`src/rtl/conv_pkg.sv`:
```
// -----------------------------------------------------------------------------
// conv_pkg
// Shared definitions for the 2D-convolution command front-end:
//   - default GPIO / payload widths
//   - opcode encodings carried in the command word
//   - FSM state encodings (also reported in the status word)
//   - bit positions of the command and status word fields
//   - op_legal(): which opcodes a given state accepts
// -----------------------------------------------------------------------------
package conv_pkg;

  localparam int NB_GPIO_DEF = 32;
  localparam int NB_DATA_DEF = 24;

  // Command word fields
  localparam int OPC_MSB    = 31;
  localparam int OPC_LSB    = 29;
  localparam int TOGGLE_BIT = 28;

  // Status word fields
  localparam int STS_EOP       = 31;
  localparam int STS_STATE_MSB = 30;
  localparam int STS_STATE_LSB = 29;
  localparam int STS_KIDX_MSB  = 28;
  localparam int STS_KIDX_LSB  = 27;
  localparam int STS_ERR       = 26;

  // Kernel row index width; the status field has room for 2 bits.
  localparam int KIDX_W = 2;

  typedef enum logic [2:0] {
    OP_NOP     = 3'b000,
    OP_SET_LEN = 3'b001,
    OP_KERNEL  = 3'b010,
    OP_LOAD    = 3'b011,
    OP_DATA    = 3'b100,
    OP_SOP     = 3'b101,
    OP_READ    = 3'b110,
    OP_END     = 3'b111
  } opcode_e;

  typedef enum logic [1:0] {
    ST_IDLE = 2'b00,
    ST_LOAD = 2'b01,
    ST_PROC = 2'b10,
    ST_READ = 2'b11
  } state_e;

  // NOP and END are accepted anywhere; everything else is tied to one state.
  function automatic logic op_legal(input opcode_e op, input state_e st);
    logic ok;
    ok = 1'b0;
    case (op)
      OP_NOP, OP_END:                          ok = 1'b1;
      OP_SET_LEN, OP_KERNEL, OP_LOAD, OP_SOP:  ok = (st == ST_IDLE);
      OP_DATA:                                 ok = (st == ST_LOAD);
      OP_READ:                                 ok = (st == ST_READ);
      default:                                 ok = 1'b0;
    endcase
    return ok;
  endfunction

endpackage

```
`src/rtl/read_capture_pipe.sv`:
```
// -----------------------------------------------------------------------------
// read_capture_pipe
// Delays the read strobe by DEPTH clock edges; the delayed strobe is the
// enable that captures memory read data into the status word.
//   clk_i        : clock
//   rst_i        : asynchronous active-high reset, empties the pipe
//   strobe_i     : read strobe, asserted in the cycle the READ command executes
//   capture_en_o : high DEPTH edges after strobe_i was registered
// -----------------------------------------------------------------------------
module read_capture_pipe #(
  parameter int DEPTH = 2
) (
  input  logic clk_i,
  input  logic rst_i,
  input  logic strobe_i,
  output logic capture_en_o
);

  logic [DEPTH-1:0] pipe_q;
  logic [DEPTH-1:0] pipe_d;

  generate
    if (DEPTH == 1) begin : g_single
      assign pipe_d = strobe_i;
    end else begin : g_shift
      assign pipe_d = {pipe_q[DEPTH-2:0], strobe_i};
    end
  endgenerate

  always_ff @(posedge clk_i or posedge rst_i) begin
    if (rst_i) begin
      pipe_q <= '0;
    end else begin
      pipe_q <= pipe_d;
    end
  end

  assign capture_en_o = pipe_q[DEPTH-1];

endmodule

```
`src/rtl/gpio_cmd_decoder.sv`:
```
// -----------------------------------------------------------------------------
// gpio_cmd_decoder
// Command front-end of the convolution datapath. The soft processor writes
// 32-bit command words over GPIO; this block decodes them into load/start/
// strobe controls, image length, pixel data and kernel rows, and returns a
// status word.
//
// Ports:
//   i_CLK        : clock
//   i_reset      : asynchronous active-high reset
//   i_gpio_data  : command word  [31:29] opcode, [28] toggle, [NB_DATA-1:0] payload
//   i_EoP        : end-of-process level from the address FSM
//   i_memData    : processed-memory read data
//   o_gpio_data  : status word   [31] eop_sticky, [30:29] state, [28:27] kidx,
//                                [26] error, [NB_DATA-1:0] last read data
//   o_imgLength  : image length (last address)
//   o_load       : load mode level
//   o_SoP        : start-of-process level
//   o_valid      : one-cycle DATA / READ strobe
//   o_data       : pixel data to the memories
//   o_kernel     : kernel rows, row 0 in the LSBs
//
// Command handshake: there is no valid/ready pair. A command is "valid" when
// the registered toggle bit differs from the last toggle seen; it is consumed
// in that same cycle (always ready), and the processor must not change the
// word again for at least two cycles. Illegal commands are consumed too, but
// only set the sticky error bit.
//
// FSM state is observable through o_gpio_data[30:29].
// -----------------------------------------------------------------------------
module gpio_cmd_decoder
  import conv_pkg::*;
#(
  parameter int NB_GPIO    = NB_GPIO_DEF,
  parameter int NB_IMAGE   = 10,
  parameter int NB_DATA    = NB_DATA_DEF,
  parameter int N_KROWS    = 3,
  parameter int RD_LATENCY = 2
) (
  input  logic                        i_CLK,
  input  logic                        i_reset,
  input  logic [NB_GPIO-1:0]          i_gpio_data,
  input  logic                        i_EoP,
  input  logic [NB_DATA-1:0]          i_memData,
  output logic [NB_GPIO-1:0]          o_gpio_data,
  output logic [NB_IMAGE-1:0]         o_imgLength,
  output logic                        o_load,
  output logic                        o_SoP,
  output logic                        o_valid,
  output logic [NB_DATA-1:0]          o_data,
  output logic [N_KROWS*NB_DATA-1:0]  o_kernel
);

  // ---------------------------------------------------------------------------
  // Registers
  // ---------------------------------------------------------------------------
  logic [NB_GPIO-1:0]  r_gpio_q;
  logic                sampled_q;
  logic                armed_q, armed_d;
  logic                last_toggle_q, last_toggle_d;
  state_e              state_q, state_d;
  logic [NB_IMAGE-1:0] imglen_q, imglen_d;
  logic [KIDX_W-1:0]   kidx_q, kidx_d;
  logic [NB_DATA-1:0]  kernel_q [N_KROWS];
  logic [NB_DATA-1:0]  kernel_d [N_KROWS];
  logic [NB_DATA-1:0]  data_q, data_d;
  logic [NB_DATA-1:0]  rd_data_q, rd_data_d;
  logic                valid_q, valid_d;
  logic                load_q, sop_q;
  logic                err_q, err_d;
  logic                eop_sticky_q, eop_sticky_d;
  logic                eop_q;

  // ---------------------------------------------------------------------------
  // Decode helpers
  // ---------------------------------------------------------------------------
  opcode_e             opcode;
  logic [NB_DATA-1:0]  payload;
  logic                cmd_fire;
  logic                eop_rise, eop_fall;
  logic                rd_stb;
  logic                cap_en;
  logic                unused_gpio_bits;

  assign opcode   = opcode_e'(r_gpio_q[OPC_MSB:OPC_LSB]);
  assign payload  = r_gpio_q[NB_DATA-1:0];
  assign cmd_fire = armed_q & (r_gpio_q[TOGGLE_BIT] ^ last_toggle_q);
  assign eop_rise = i_EoP & ~eop_q;
  assign eop_fall = ~i_EoP & eop_q;

  // Reserved command bits between the toggle and the payload.
  assign unused_gpio_bits = ^r_gpio_q[TOGGLE_BIT-1:NB_DATA];

  // ---------------------------------------------------------------------------
  // Read capture delay line
  // ---------------------------------------------------------------------------
  read_capture_pipe #(
    .DEPTH(RD_LATENCY)
  ) u_read_capture_pipe (
    .clk_i        (i_CLK),
    .rst_i        (i_reset),
    .strobe_i     (rd_stb),
    .capture_en_o (cap_en)
  );

  // ---------------------------------------------------------------------------
  // Next-state logic
  // ---------------------------------------------------------------------------
  always_comb begin
    state_d       = state_q;
    armed_d       = armed_q;
    last_toggle_d = last_toggle_q;
    imglen_d      = imglen_q;
    kidx_d        = kidx_q;
    kernel_d      = kernel_q;
    data_d        = data_q;
    rd_data_d     = rd_data_q;
    err_d         = err_q;
    eop_sticky_d  = eop_sticky_q;
    valid_d       = 1'b0;
    rd_stb        = 1'b0;

    // Arming: r_gpio_q holds a real sample only after the first edge out of
    // reset, so the toggle reference is taken on the edge after that. Any
    // toggle level held through reset is thereby absorbed, not executed.
    if (!armed_q && sampled_q) begin
      armed_d       = 1'b1;
      last_toggle_d = r_gpio_q[TOGGLE_BIT];
    end

    // End-of-process events are evaluated before commands so that an END
    // arriving in the same cycle overrides the PROC->READ move, while the
    // sticky flag still records that the process finished.
    if (state_q == ST_PROC && eop_rise) begin
      state_d      = ST_READ;
      eop_sticky_d = 1'b1;
    end
    if (state_q == ST_READ && eop_fall) begin
      state_d = ST_IDLE;
    end

    if (cmd_fire) begin
      last_toggle_d = r_gpio_q[TOGGLE_BIT];
      if (!op_legal(opcode, state_q)) begin
        err_d = 1'b1;
      end else begin
        case (opcode)
          OP_NOP: ;
          OP_SET_LEN: imglen_d = payload[NB_IMAGE-1:0];
          OP_KERNEL: begin
            for (int r = 0; r < N_KROWS; r++) begin
              if (kidx_q == KIDX_W'(r)) kernel_d[r] = payload;
            end
            kidx_d = (kidx_q == KIDX_W'(N_KROWS-1)) ? '0 : kidx_q + 1'b1;
          end
          OP_LOAD: state_d = ST_LOAD;
          OP_DATA: begin
            data_d  = payload;
            valid_d = 1'b1;
          end
          OP_SOP: begin
            state_d      = ST_PROC;
            eop_sticky_d = 1'b0;
          end
          OP_READ: begin
            valid_d = 1'b1;
            rd_stb  = 1'b1;
          end
          OP_END: begin
            state_d = ST_IDLE;
            err_d   = 1'b0;
            kidx_d  = '0;
          end
          default: ;
        endcase
      end
    end

    // Capture runs independently of the command decode so a command arriving
    // while a read is in flight cannot delay or cancel it.
    if (cap_en) begin
      rd_data_d = i_memData;
    end
  end

  // ---------------------------------------------------------------------------
  // State registers
  // ---------------------------------------------------------------------------
  always_ff @(posedge i_CLK or posedge i_reset) begin
    if (i_reset) begin
      r_gpio_q      <= '0;
      sampled_q     <= 1'b0;
      armed_q       <= 1'b0;
      last_toggle_q <= 1'b0;
      state_q       <= ST_IDLE;
      imglen_q      <= '0;
      kidx_q        <= '0;
      for (int r = 0; r < N_KROWS; r++) kernel_q[r] <= '0;
      data_q        <= '0;
      rd_data_q     <= '0;
      valid_q       <= 1'b0;
      load_q        <= 1'b0;
      sop_q         <= 1'b0;
      err_q         <= 1'b0;
      eop_sticky_q  <= 1'b0;
      eop_q         <= 1'b0;
    end else begin
      r_gpio_q      <= i_gpio_data;
      sampled_q     <= 1'b1;
      armed_q       <= armed_d;
      last_toggle_q <= last_toggle_d;
      state_q       <= state_d;
      imglen_q      <= imglen_d;
      kidx_q        <= kidx_d;
      for (int r = 0; r < N_KROWS; r++) kernel_q[r] <= kernel_d[r];
      data_q        <= data_d;
      rd_data_q     <= rd_data_d;
      valid_q       <= valid_d;
      // Both levels follow the next state, so they can never be high together.
      load_q        <= (state_d == ST_LOAD);
      sop_q         <= (state_d == ST_PROC);
      err_q         <= err_d;
      eop_sticky_q  <= eop_sticky_d;
      eop_q         <= i_EoP;
    end
  end

  // ---------------------------------------------------------------------------
  // Outputs
  // ---------------------------------------------------------------------------
  logic [NB_GPIO-1:0] status;

  always_comb begin
    status                              = '0;
    status[STS_EOP]                     = eop_sticky_q;
    status[STS_STATE_MSB:STS_STATE_LSB] = state_q;
    status[STS_KIDX_MSB:STS_KIDX_LSB]   = kidx_q;
    status[STS_ERR]                     = err_q;
    status[NB_DATA-1:0]                 = rd_data_q;
  end

  assign o_gpio_data = status;
  assign o_imgLength = imglen_q;
  assign o_load      = load_q;
  assign o_SoP       = sop_q;
  assign o_valid     = valid_q;
  assign o_data      = data_q;

  generate
    for (genvar r = 0; r < N_KROWS; r++) begin : g_kernel_out
      assign o_kernel[r*NB_DATA +: NB_DATA] = kernel_q[r];
    end
  endgenerate

endmodule

```
`config.mk`:
```
export PLATFORM = sky130hd
export DESIGN_NAME = gpio_cmd_decoder
export DESIGN_NICKNAME = d
export VERILOG_FILES = /design/src/rtl/conv_pkg.sv /design/src/rtl/read_capture_pipe.sv /design/src/rtl/gpio_cmd_decoder.sv
export SDC_FILE = /design/constraint.sdc
export NUM_CORES = 1
export LEC_CHECK = 0
export ABC_CLOCK_PERIOD_IN_PS = 6080
export CAP_MARGIN = 5
export CORE_MARGIN = 1
export CORE_UTILIZATION = 41
export CTS_CLUSTER_SIZE = 30
export DETAILED_ROUTE_END_ITERATION = 10
export PLACE_DENSITY = 0.72
export SYNTH_ARGS = -nofsm -noshare
export SYNTH_HDL_FRONTEND = slang
export SYNTH_SLANG_ARGS = --single-unit
```
`constraint.sdc`:
```
create_clock -name i_CLK -period 6.08 [get_ports i_CLK]
set_clock_uncertainty 0.2 [all_clocks]
set_input_delay 0.608 -clock i_CLK [delete_from_list [all_inputs] [get_ports i_CLK]]
set_output_delay 0.608 -clock i_CLK [all_outputs]
set_load 0.01 [all_outputs]
```
# Yosys cells after proc, flatten, opt, wreduce, memory -nomap -nowiden
# Index checks and enable logic that the tools add are counted.
totals:
  register_bits: 177
  input_bits: 59
  wordCells: 83
classes:
  addsub: 1
  eq_ne: 15
  n_mux: 23
  n_bitwise: 6
  n_reduce_logical: 19
ops:
  columns: ["op", "count"]
  rows:
  - ["1-bit two-way mux", 15]
  - ["3-bit == test, second input constant", 4]
  - ["4-bit AND reduction", 3]
  - ["2-bit two-way mux", 5]
  - ["3-bit AND reduction", 3]
  - ["2-bit == test, second input constant", 4]
  - ["2-bit by 1-bit == test with 1-bit output, second input constant", 3]
  - ["3-bit by 2-bit == test with 1-bit output, second input constant", 2]
  - ["2-bit one-hot mux with 3 select lines", 1]
  - ["2-bit zero test", 2]
  - ["1-bit one-hot mux with 4 select lines", 1]
  - ["2-bit one-hot mux with 2 select lines", 1]
  - ["2-bit nonzero test", 2]
  - ["2-bit OR reduction", 2]
  - ["4-bit OR reduction", 1]
  - ["1-bit AND", 3]
  - ["3-bit by 1-bit == test with 1-bit output, second input constant", 1]
  - ["1-bit logical AND", 3]
  - ["3-bit zero test", 1]
  - ["2-bit by 1-bit adder with 2-bit output, second input constant", 1]
  - ["2-bit by 1-bit != test with 1-bit output, second input constant", 1]
  - ["1-bit NOT", 2]
  - ["2-bit AND reduction", 1]
  - ["1-bit zero test", 1]
  - ["1-bit XOR", 1]

# Logic depth before layout (Yosys ltp)
# Gate-level depths: netlist (run 1).
logic_depth:
  ltp_word: 9
  ltp_mapped: 7

# By module
# From an unflattened synthesis (run 1), not the netlist that was laid out.
unflattened:
  hier_cells: 382
  hier_area_um2: 6485.0
by_module_without_submodules:
  columns: ["module", "instances", "cells_each", "area_each_um2", "seq_area_each_um2"]
  rows:
  - ["gpio_cmd_decoder", 1, 379, 6431.2, 4279.1]
  - ["read_capture_pipe", 1, 3, 53.8, 50.0]

# Worst setup path after synthesis (run 1)
# No wires, ideal clock.
synth_timing:
  path_type: "register to register"
  startpoint: "register state_q[1]"
  endpoint: "register data_q[0], in the netlist o_data[0]"
  setup_time_ns: 0.125
  t_arrival_ns: 2.080
  setup_slack_ns: 3.675
  path_stages_with_launch: 7
  path_cell_list: "dfrtp_1 -> buf_4 -> nor3_1 -> o21ai_1 -> a2111oi_4 -> buf_6 -> mux2_4"
synth_via:
  elab_chain_cells: 4
synth_lines:
  columns: ["item", "line_no", "text"]
  rows:
  - ["start, declared", "gpio_cmd_decoder.sv:61", "state_e state_q, state_d;"]
  - ["start signal, assigned", "gpio_cmd_decoder.sv:212", "state_q <= state_d;"]
  - ["2-bit == test, or another cell as far along", "conv_pkg.sv:57", "OP_READ: ok = (st == ST_READ);"]
  - ["1-bit one-hot mux with 4 select lines (*)", "conv_pkg.sv:53", "case (op)"]
  - ["1-bit two-way mux (*)", "gpio_cmd_decoder.sv:142", "if (cmd_fire) begin"]
  - ["3-bit AND reduction (no source line) (*)", null, null]
  - ["end signal, assigned", "gpio_cmd_decoder.sv:216", "data_q <= data_d;"]
  - ["end, declared", "gpio_cmd_decoder.sv:66", "logic [NB_DATA-1:0] data_q, data_d;"]
# Mark *: on every way between the ends. The rest lies on a longest branch, timed or not. The select of a mux whose other input is x is not followed.
# A chain may end at the register's enable or synchronous reset.

# Final worst setup path (run 1)
layout_timing:
  startpoint: "register r_gpio_q[30]"
  endpoint: "register kernel_q (netlist bit o_kernel[51])"
layout_via:
  elab_chain_cells: 5
layout_lines:
  columns: ["item", "line_no", "text"]
  rows:
  - ["start, declared", "gpio_cmd_decoder.sv:57", "logic [NB_GPIO-1:0] r_gpio_q;"]
  - ["start signal, assigned", "gpio_cmd_decoder.sv:208", "r_gpio_q <= i_gpio_data;"]
  - ["3-bit by 2-bit == test with 1-bit output, or another cell as far along", "conv_pkg.sv:53, gpio_cmd_decoder.sv:147", null]
  - ["4-bit OR reduction or 2-bit OR reduction (tied branches)", "conv_pkg.sv:53", null]
  - ["1-bit one-hot mux with 4 select lines", "conv_pkg.sv:53", null]
  - ["1-bit two-way mux", "gpio_cmd_decoder.sv:142", null]
  - ["4-bit AND reduction (no source line) (*)", null, null]
  - ["end, declared", "gpio_cmd_decoder.sv:64", "logic [NB_DATA-1:0] kernel_q [N_KROWS];"]
# Marks and branches as above.

==> summary.md, run 1 <==
| Metric | Value |
|---|---|
| Die Y | `128 µm` |
| Final Max Tran Viols | `0` |
| Yosys cell types | `39` |
| Cell Pwr Density | `502 nW/µm²` |
| Most common cell after layout, fill and taps aside | `clkdlybuf4s50_1` |
| H-Tree Depth | `4` |
| Clock sink total | `173` |
| Ant diodes | `0` |
| Sw Share | `28.5%` |
| Placed cells | `775` |
| Final Non-Filler Cells | `807` |
| Worst min path class | `reg2reg` |
| Synth Warn # | `0` |
| Post-route ant nets | `0` |
| Slew Limit Headroom | `24.0%` |
| Crit. End Element | `flop` |
| Num ports | `200` |
| Post-CTS setup buffers | `0` |
| Yosys top cell area share | `66.9%` |
| Synth Flop Type | `dfrtp_1` |
| Register area | `4330 µm²` |
| TritonCTS clock tree | `done` |
| Vias in the first global route | `4144` |
| Mapped Cells | `388` |
| Clock Power Share | `24.3%` |
| Yosys reg bits | `173` |
| Placed cell area | `8600 µm²` |
| Slew @ Worst Pin | `1.14 ns` |
| Area of the multi-input gates | `2030 µm²` |
| RSZ-0062 raised after global routing | `no` |
| Crit Path Max Fanout | `24` |
| Post_cts resized | `0` |
| Worst Path Required | `6.18 ns` |
| Run status | `finished, final reports clean` |
| Clk buf depth | `2` |
| Seq pwr share | `39.5%` |
| Die area | `16300 µm²` |
| CP arrival | `2.91 ns` |
| Clock Latency Late Sink | `0.42 ns` |
| Initial DRC count | `120` |
| Most frequent cells in the layout | `193 x clkdlybuf4s50_1, 173 x dfrtp_1, 107 x mux2_2` |
| DP HPWL | `9700 µm` |
| Setup violators final | `0` |
| Synth async-reset ratio | `100%` |
| Largest net degree at the start of global routing | `109` |
| Finished Core Util | `60.2%` |
| Final Hold Violating Endpoints | `0` |
| 1st-pass router iterations | `4` |
| Clock transition at path regs | `0.06 ns` |
| # rows | `45` |
| # nets final | `642` |
| Initial Utilization | `42.3%` |
| Crit start category | `flop` |
| Avg Vias per Cell | `4.80` |
| VDD IR max | `0.000275 V` |
| Critical path class | `reg2reg` |
| Top cell type by total area after synthesis | `dfrtp_1` |
| TNS Setup | `0 ns` |
| Max-cap check violation count | `0` |
| Initial antenna violation count | `0` |
| Fin crit share | `46.3%` |
| Post-synth EDFFs | `0` |
| Total track usage | `18.8%` |
| Mean Syn Cell Area | `16.7 µm²` |
| Post-synthesis sequential area ratio | `66.9%` |
| Highest Clock Rate | `0.355 GHz` |
| Synth Cell Area | `6470 µm²` |
| I/O Buffers | `193` |
| GRT Residual Overflow | `0` |
| Global-route wire length before repair | `23000 µm` |
| Root Driver | `clkbuf_16` |
| Hold buffers post-CTS | `0` |
| Ranking of synthesized cells by area | `dfrtp_1 67%, mux2_2 19%, mux2_4 4.6%` |
| Core ar. | `15300 µm²` |
| WL/cell | `17.9 µm` |
| P_sw | `1.32 mW` |
| Layout cell share with drive strength beyond 1 | `29.0%` |
| Die Wd | `128 µm` |
| Via count | `3874` |
| Syn-to-layout area delta | `42.5%` |
| Finished layout cell area | `9230 µm²` |
| Internal power | `3.31 mW` |
| CTS buffer count | `17` |
| WL final | `14500 µm` |
| Pleak | `4.05 nW` |
| Remaining DRCs | `0` |
| Combinational power share | `36.1%` |
| Tmin final | `2.81 ns` |
| Routability cong. | `0.755` |
| Fill count | `1176` |
==> through the flow <==
step                      hold slack, ns  power, mW  setup slack, ns
after floorplan                    0.131       2.51            0.584
after global placement             0.146       3.47             3.24
after detailed placement           0.144       3.53             3.17
after CTS                          0.163       4.69             3.26
after global routing               0.182       4.86             3.12
final                              0.158       4.63             3.27
==> cells in the mapped netlist, drive strengths merged, types with 4 or more instances <==
library cell,n
a21boi,4
and3,5
buf,17
clkbuf,4
dfrtp,173
inv,5
mux2,131
nand2,8
o2111ai,5
o21ai,4
==> cell families (layout without fill, tap and decap cells) <==
family	Yosys count	in the layout	synth area share (%)
flip-flops	173	173	66.9
multiplexers	131	131	23.9
AND/OR/NAND/NOR	28	28	2.34
AO/OA/AOI/OAI	27	27	4.29
buffers and inverters	26	233	2.32
other	2	3	0.116
XOR/XNOR	1	1	0.135
==> registers in the layout, summed over array words and instances (netlist names) <==
register                    count
armed_q                         1
o_kernel                       72
state_q                         2
last_toggle_q                   1
o_SoP                           1
o_valid                         1
kidx_q                          2
eop_q                           1
err_q                           1
rd_data_q                      24
o_load                          1
sampled_q                       1
o_data                         24
o_imgLength                    10
u_read_capture_pipe.pipe_q      2
r_gpio_q                       28
eop_sticky_q                    1
==> worst paths after layout <==
path                                                     from                             to  slack (ns)  depth (start not counted)
worst min-delay path            u_read_capture_pipe.pipe_q[0]  u_read_capture_pipe.pipe_q[1]        0.16                          0
max in group asynchronous                             i_reset                   o_kernel[49]        3.74                          3
worst min register to register  u_read_capture_pipe.pipe_q[0]  u_read_capture_pipe.pipe_q[1]        0.16                          0
worst max-delay path                             r_gpio_q[30]                   o_kernel[51]        3.27                          4
worst max register to register                   r_gpio_q[30]                   o_kernel[51]        3.27                          4
min in group asynchronous                             i_reset                   rd_data_q[2]        0.56                          2
==> area by class of cell <==
class                   count  area share (%)
clock buffers              18            4.76
repair buffers            196            21.2
inverters                   5           0.258
multi-input cells         190            22.0
flip-flops and latches    173            46.9
clock inverters            14            1.97
well taps                 211            2.86
==> metal layers <==
layer  share of wire [%]  GRT usage [%]  routed length (µm)  up-vias
li1                    -              -                   -     1763
met3                 4.8           4.59                 701       17
met1                  43           23.5                6190     1977
met4                 1.4           7.20                 208        0
met5                   0              0                   0        -
met2                  51           31.7                7360      117
==> power by group through the flow <==
stage          sequential [mW]  clock [mW]  combinational [mW]
2_1_floorplan             1.99           0               0.517
3_3_place_gp              1.82           0                1.65
3_5_place_dp              1.85           0                1.68
4_1_cts                   1.83        1.16                1.70
5_1_grt                   1.89        1.20                1.77
6_report                  1.83        1.13                1.67
==> critical path, stage by stage, from the launching register on <==
cell and delay (ns):
dfrtp_1 0.52, and3_1 0.27, o21a_1 0.32, o2111ai_4 0.95, mux2_2 0.44
Note: power is estimated with default switching activity, not from simulation.
==> inputs of run 2 (changes only) <==
--- a/config.mk
+++ b/config.mk
@@ -5,13 +5,13 @@
 export SDC_FILE = /design/constraint.sdc
 export NUM_CORES = 1
 export LEC_CHECK = 0
-export ABC_CLOCK_PERIOD_IN_PS = 6080
+export ABC_CLOCK_PERIOD_IN_PS = 2400
 export CAP_MARGIN = 5
 export CORE_MARGIN = 1
 export CORE_UTILIZATION = 41
 export CTS_CLUSTER_SIZE = 30
 export DETAILED_ROUTE_END_ITERATION = 10
-export PLACE_DENSITY = 0.72
+export PLACE_DENSITY = 0.74
 export SYNTH_ARGS = -nofsm -noshare
 export SYNTH_HDL_FRONTEND = slang
 export SYNTH_SLANG_ARGS = --single-unit
==> constraint.sdc (replaced) <==
create_clock -name i_CLK -period 2.4 [get_ports i_CLK]
set_clock_uncertainty 0.2 [all_clocks]
set_input_delay 0.24 -clock i_CLK [delete_from_list [all_inputs] [get_ports i_CLK]]
set_output_delay 0.24 -clock i_CLK [all_outputs]
set_load 0.01 [all_outputs]
==> run 2 against run 1 <==
  * Non-clock buffer count rose by 25
  * Clock-buffer cell count rose by 1
  * Hold slack lost 0.10 ns
  * Highest routed layer unchanged
  * Flip-flop and latch count unchanged
  * Global-route usage hardly changed
==> summary.md, run 2 (same netlist as run 1, synthesis figures left out) <==
| Metric | Value |
|---|---|
| Num ports | `200 (unchanged)` |
| Final Hold Violating Endpoints | `0 (unchanged)` |
| VDD IR max | `0.000502 V (+83%)` |
| Crit path from | `r_gpio_q[31]` |
| WL/cell | `17.3 µm (-3.7%)` |
| Post-route ant nets | `0 (unchanged)` |
| Clock sink total | `173 (unchanged)` |
| Global-route wire length before repair | `23400 µm (+1.9%)` |
| Core ar. | `15300 µm² (unchanged)` |
| Final Max Tran Viols | `0 (unchanged)` |
| Remaining DRCs | `0 (unchanged)` |
| Hold WS | `0.0540 ns (-0.104 ns)` |
| Vias in the first global route | `4330 (+4.5%)` |
| Crit start category | `flop` |
| Clock Power Share | `23.6% (-0.7 points)` |
| Die Y | `128 µm (unchanged)` |
| RSZ-0062 raised after global routing | `no` |
| Crit Path Max Fanout | `14 (-42%)` |
| TritonCTS clock tree | `done` |
| 1st-pass router iterations | `4 (unchanged)` |
| Clock transition at path regs | `0.06 ns (about the same)` |
| CP endpoint | `o_data[20]` |
| Tmin final | `2.30 ns (-0.510 ns)` |
| Root Driver | `clkbuf_16` |
| Clock Latency Late Sink | `0.42 ns (about the same)` |
| P_sw | `3.35 mW (+150%)` |
| TNS Setup | `0 ns (unchanged)` |
| Most frequent cells in the layout | `193 x clkdlybuf4s50_1, 173 x dfrtp_1, 107 x mux2_2` |
| Seq pwr share | `39.3% (-0.2 points)` |
| Crit. End Element | `flop` |
| Placed cell area | `8880 µm² (+3.2%)` |
| Die area | `16300 µm² (unchanged)` |
| # rows | `45 (unchanged)` |
| Avg Vias per Cell | `4.79 (-0.15%)` |
| Run status | `finished, final reports clean` |
| CP arrival | `2.41 ns (-0.50 ns)` |
| Fill count | `1152 (-2.0%)` |
| Worst min path class | `in2reg` |
| Initial antenna violation count | `0 (unchanged)` |
| Max-cap check violation count | `0 (unchanged)` |
| Met3 usage | `4.72% (+0.13 points)` |
| Combinational power share | `37.1% (+1.0 points)` |
| Die Wd | `128 µm (unchanged)` |
| Routability cong. | `0.787 (+4.3%)` |
| H-Tree Depth | `4 (unchanged)` |
| Largest net degree at the start of global routing | `68 (-38%)` |
| Reg-to-reg slack, setup | `0.1 ns (-3.17 ns)` |
| RR Startpoint | `r_gpio_q[31]` |
| Cell Pwr Density | `1230 nW/µm² (+150%)` |
| GRT Residual Overflow | `0 (unchanged)` |
| Ant diodes | `0 (unchanged)` |
| Finished layout cell area | `9520 µm² (+3.2%)` |
| Pleak | `4.20 nW (+3.9%)` |
| CTS buffer count | `17 (unchanged)` |
| # nets final | `667 (+3.9%)` |
| Syn-to-layout area delta | `47.0%` |
| DP HPWL | `10100 µm (+4.3%)` |
| Worst reg2reg path endpoint | `o_data[20]` |
| Global routing's busiest layer | `met2` |
| Met2 Use GR | `32.3% (+0.61 points)` |
| Initial Utilization | `42.3% (unchanged)` |
| Internal power | `8.39 mW (+150%)` |
| Sw Share | `28.5% (about the same)` |
| Finished Core Util | `62.2% (+1.9 points)` |
| I/O Buffers | `193 (unchanged)` |
| Most common cell after layout, fill and taps aside | `clkdlybuf4s50_1` |
| Total track usage | `18.8% (-0.028 points)` |
| Via count | `3988 (+2.9%)` |
| Highest Clock Rate | `0.434 GHz (+22%)` |
| WL final | `14400 µm (-0.71%)` |
| Initial DRC count | `116 (-3.3%)` |
| Fin crit share | `95.9% (+50 points)` |
| Critical path class | `reg2reg` |
| Worst Path Required | `2.51 ns (-3.67 ns)` |
| Clk buf depth | `2 (unchanged)` |
| GR Layer Usage met1 | `23.3% (-0.28 points)` |
| Total power | `11.7 mW (+150%)` |
| Depth of the most critical reg-to-reg path | `5 (+1)` |
| Max FFs per register | `72 (unchanged)` |
| Layout cell share with drive strength beyond 1 | `31.9% (+2.9 points)` |
| Setup violators final | `0 (unchanged)` |
==> run 2: metrics by stage <==
step | std cells | setup slack, ns
global route | 832 | 0.000413
global placement | 798 | 0.0375
floorplan | 389 | -0.251
CTS | 831 | 0.0264
detailed placement | 798 | 0.0210
finish | 832 | 0.0973
==> run 2: worst min path at each step <==
stage | start | to | slack, ns | cells after the start
after floorplan | i_EoP | eop_q | 0.07 | 0
after global placement | u_read_capture_pipe.pipe_q[0] | u_read_capture_pipe.pipe_q[1] | 0.15 | 0
after detailed placement | u_read_capture_pipe.pipe_q[0] | u_read_capture_pipe.pipe_q[1] | 0.15 | 0
after CTS | i_gpio_data[30] | r_gpio_q[30] | 0.04 | 1
after global routing | i_gpio_data[14] | r_gpio_q[14] | 0.03 | 1
final | i_gpio_data[30] | r_gpio_q[30] | 0.05 | 1
==> run 2: layout make-up <==
class	count	area, µm²	area share [%]
tap	211	264	2.77
timing repair buffer	221	2260	23.7
inverter	5	22.5	0.237
multi-input combinational	190	2040	21.4
clock buffer	19	453	4.76
sequential	173	4330	45.5
clock inverter	13	153	1.60
==> run 2: repair_timing <==
action	4_1_cts	5_1_grt
buffers inserted	0	1
pin swaps	0	2
endpoints found under the setup margin	10	25
hold buffers	1	0
resized for setup	1	1
endpoints found under the hold margin	11	0
==> run 2: per-layer routing <==
metal  share of wire [%]  routed length [µm]  vias up
li1                    -                   -     1812
met1                  42                6050     2030
met2                  51                7390      125
met3                 4.8                 689       21
met4                 1.6                 233        0
met5                   0                   0        -
==> run 2: power groups by stage <==
stage          Clock [mW]  Sequential [mW]  Combinational, mW
2_1_floorplan           0             5.05               1.31
3_3_place_gp            0             4.60               4.28
3_5_place_dp            0             4.67               4.36
4_1_cts              2.84             4.62               4.38
5_1_grt              2.96             4.76               4.61
6_report             2.77             4.61               4.36
==> run 2: worst max-delay path: stages (launching register included) <==
cell	delay, ns
dfrtp_1	0.42
or3_4	0.42
o311a_4	0.15
a2111oi_4	0.42
buf_12	0.24
mux2_2	0.35
==> inputs of run 3 (changes only) <==
--- a/config.mk
+++ b/config.mk
@@ -12,6 +12,7 @@
 export CTS_CLUSTER_SIZE = 30
 export DETAILED_ROUTE_END_ITERATION = 10
 export PLACE_DENSITY = 0.74
+export SLEW_MARGIN = 0
 export SYNTH_ARGS = -nofsm -noshare
 export SYNTH_HDL_FRONTEND = slang
 export SYNTH_SLANG_ARGS = --single-unit
==> results of run 3 <==
Final layout, timing and power as in run 2 (identical DEF).
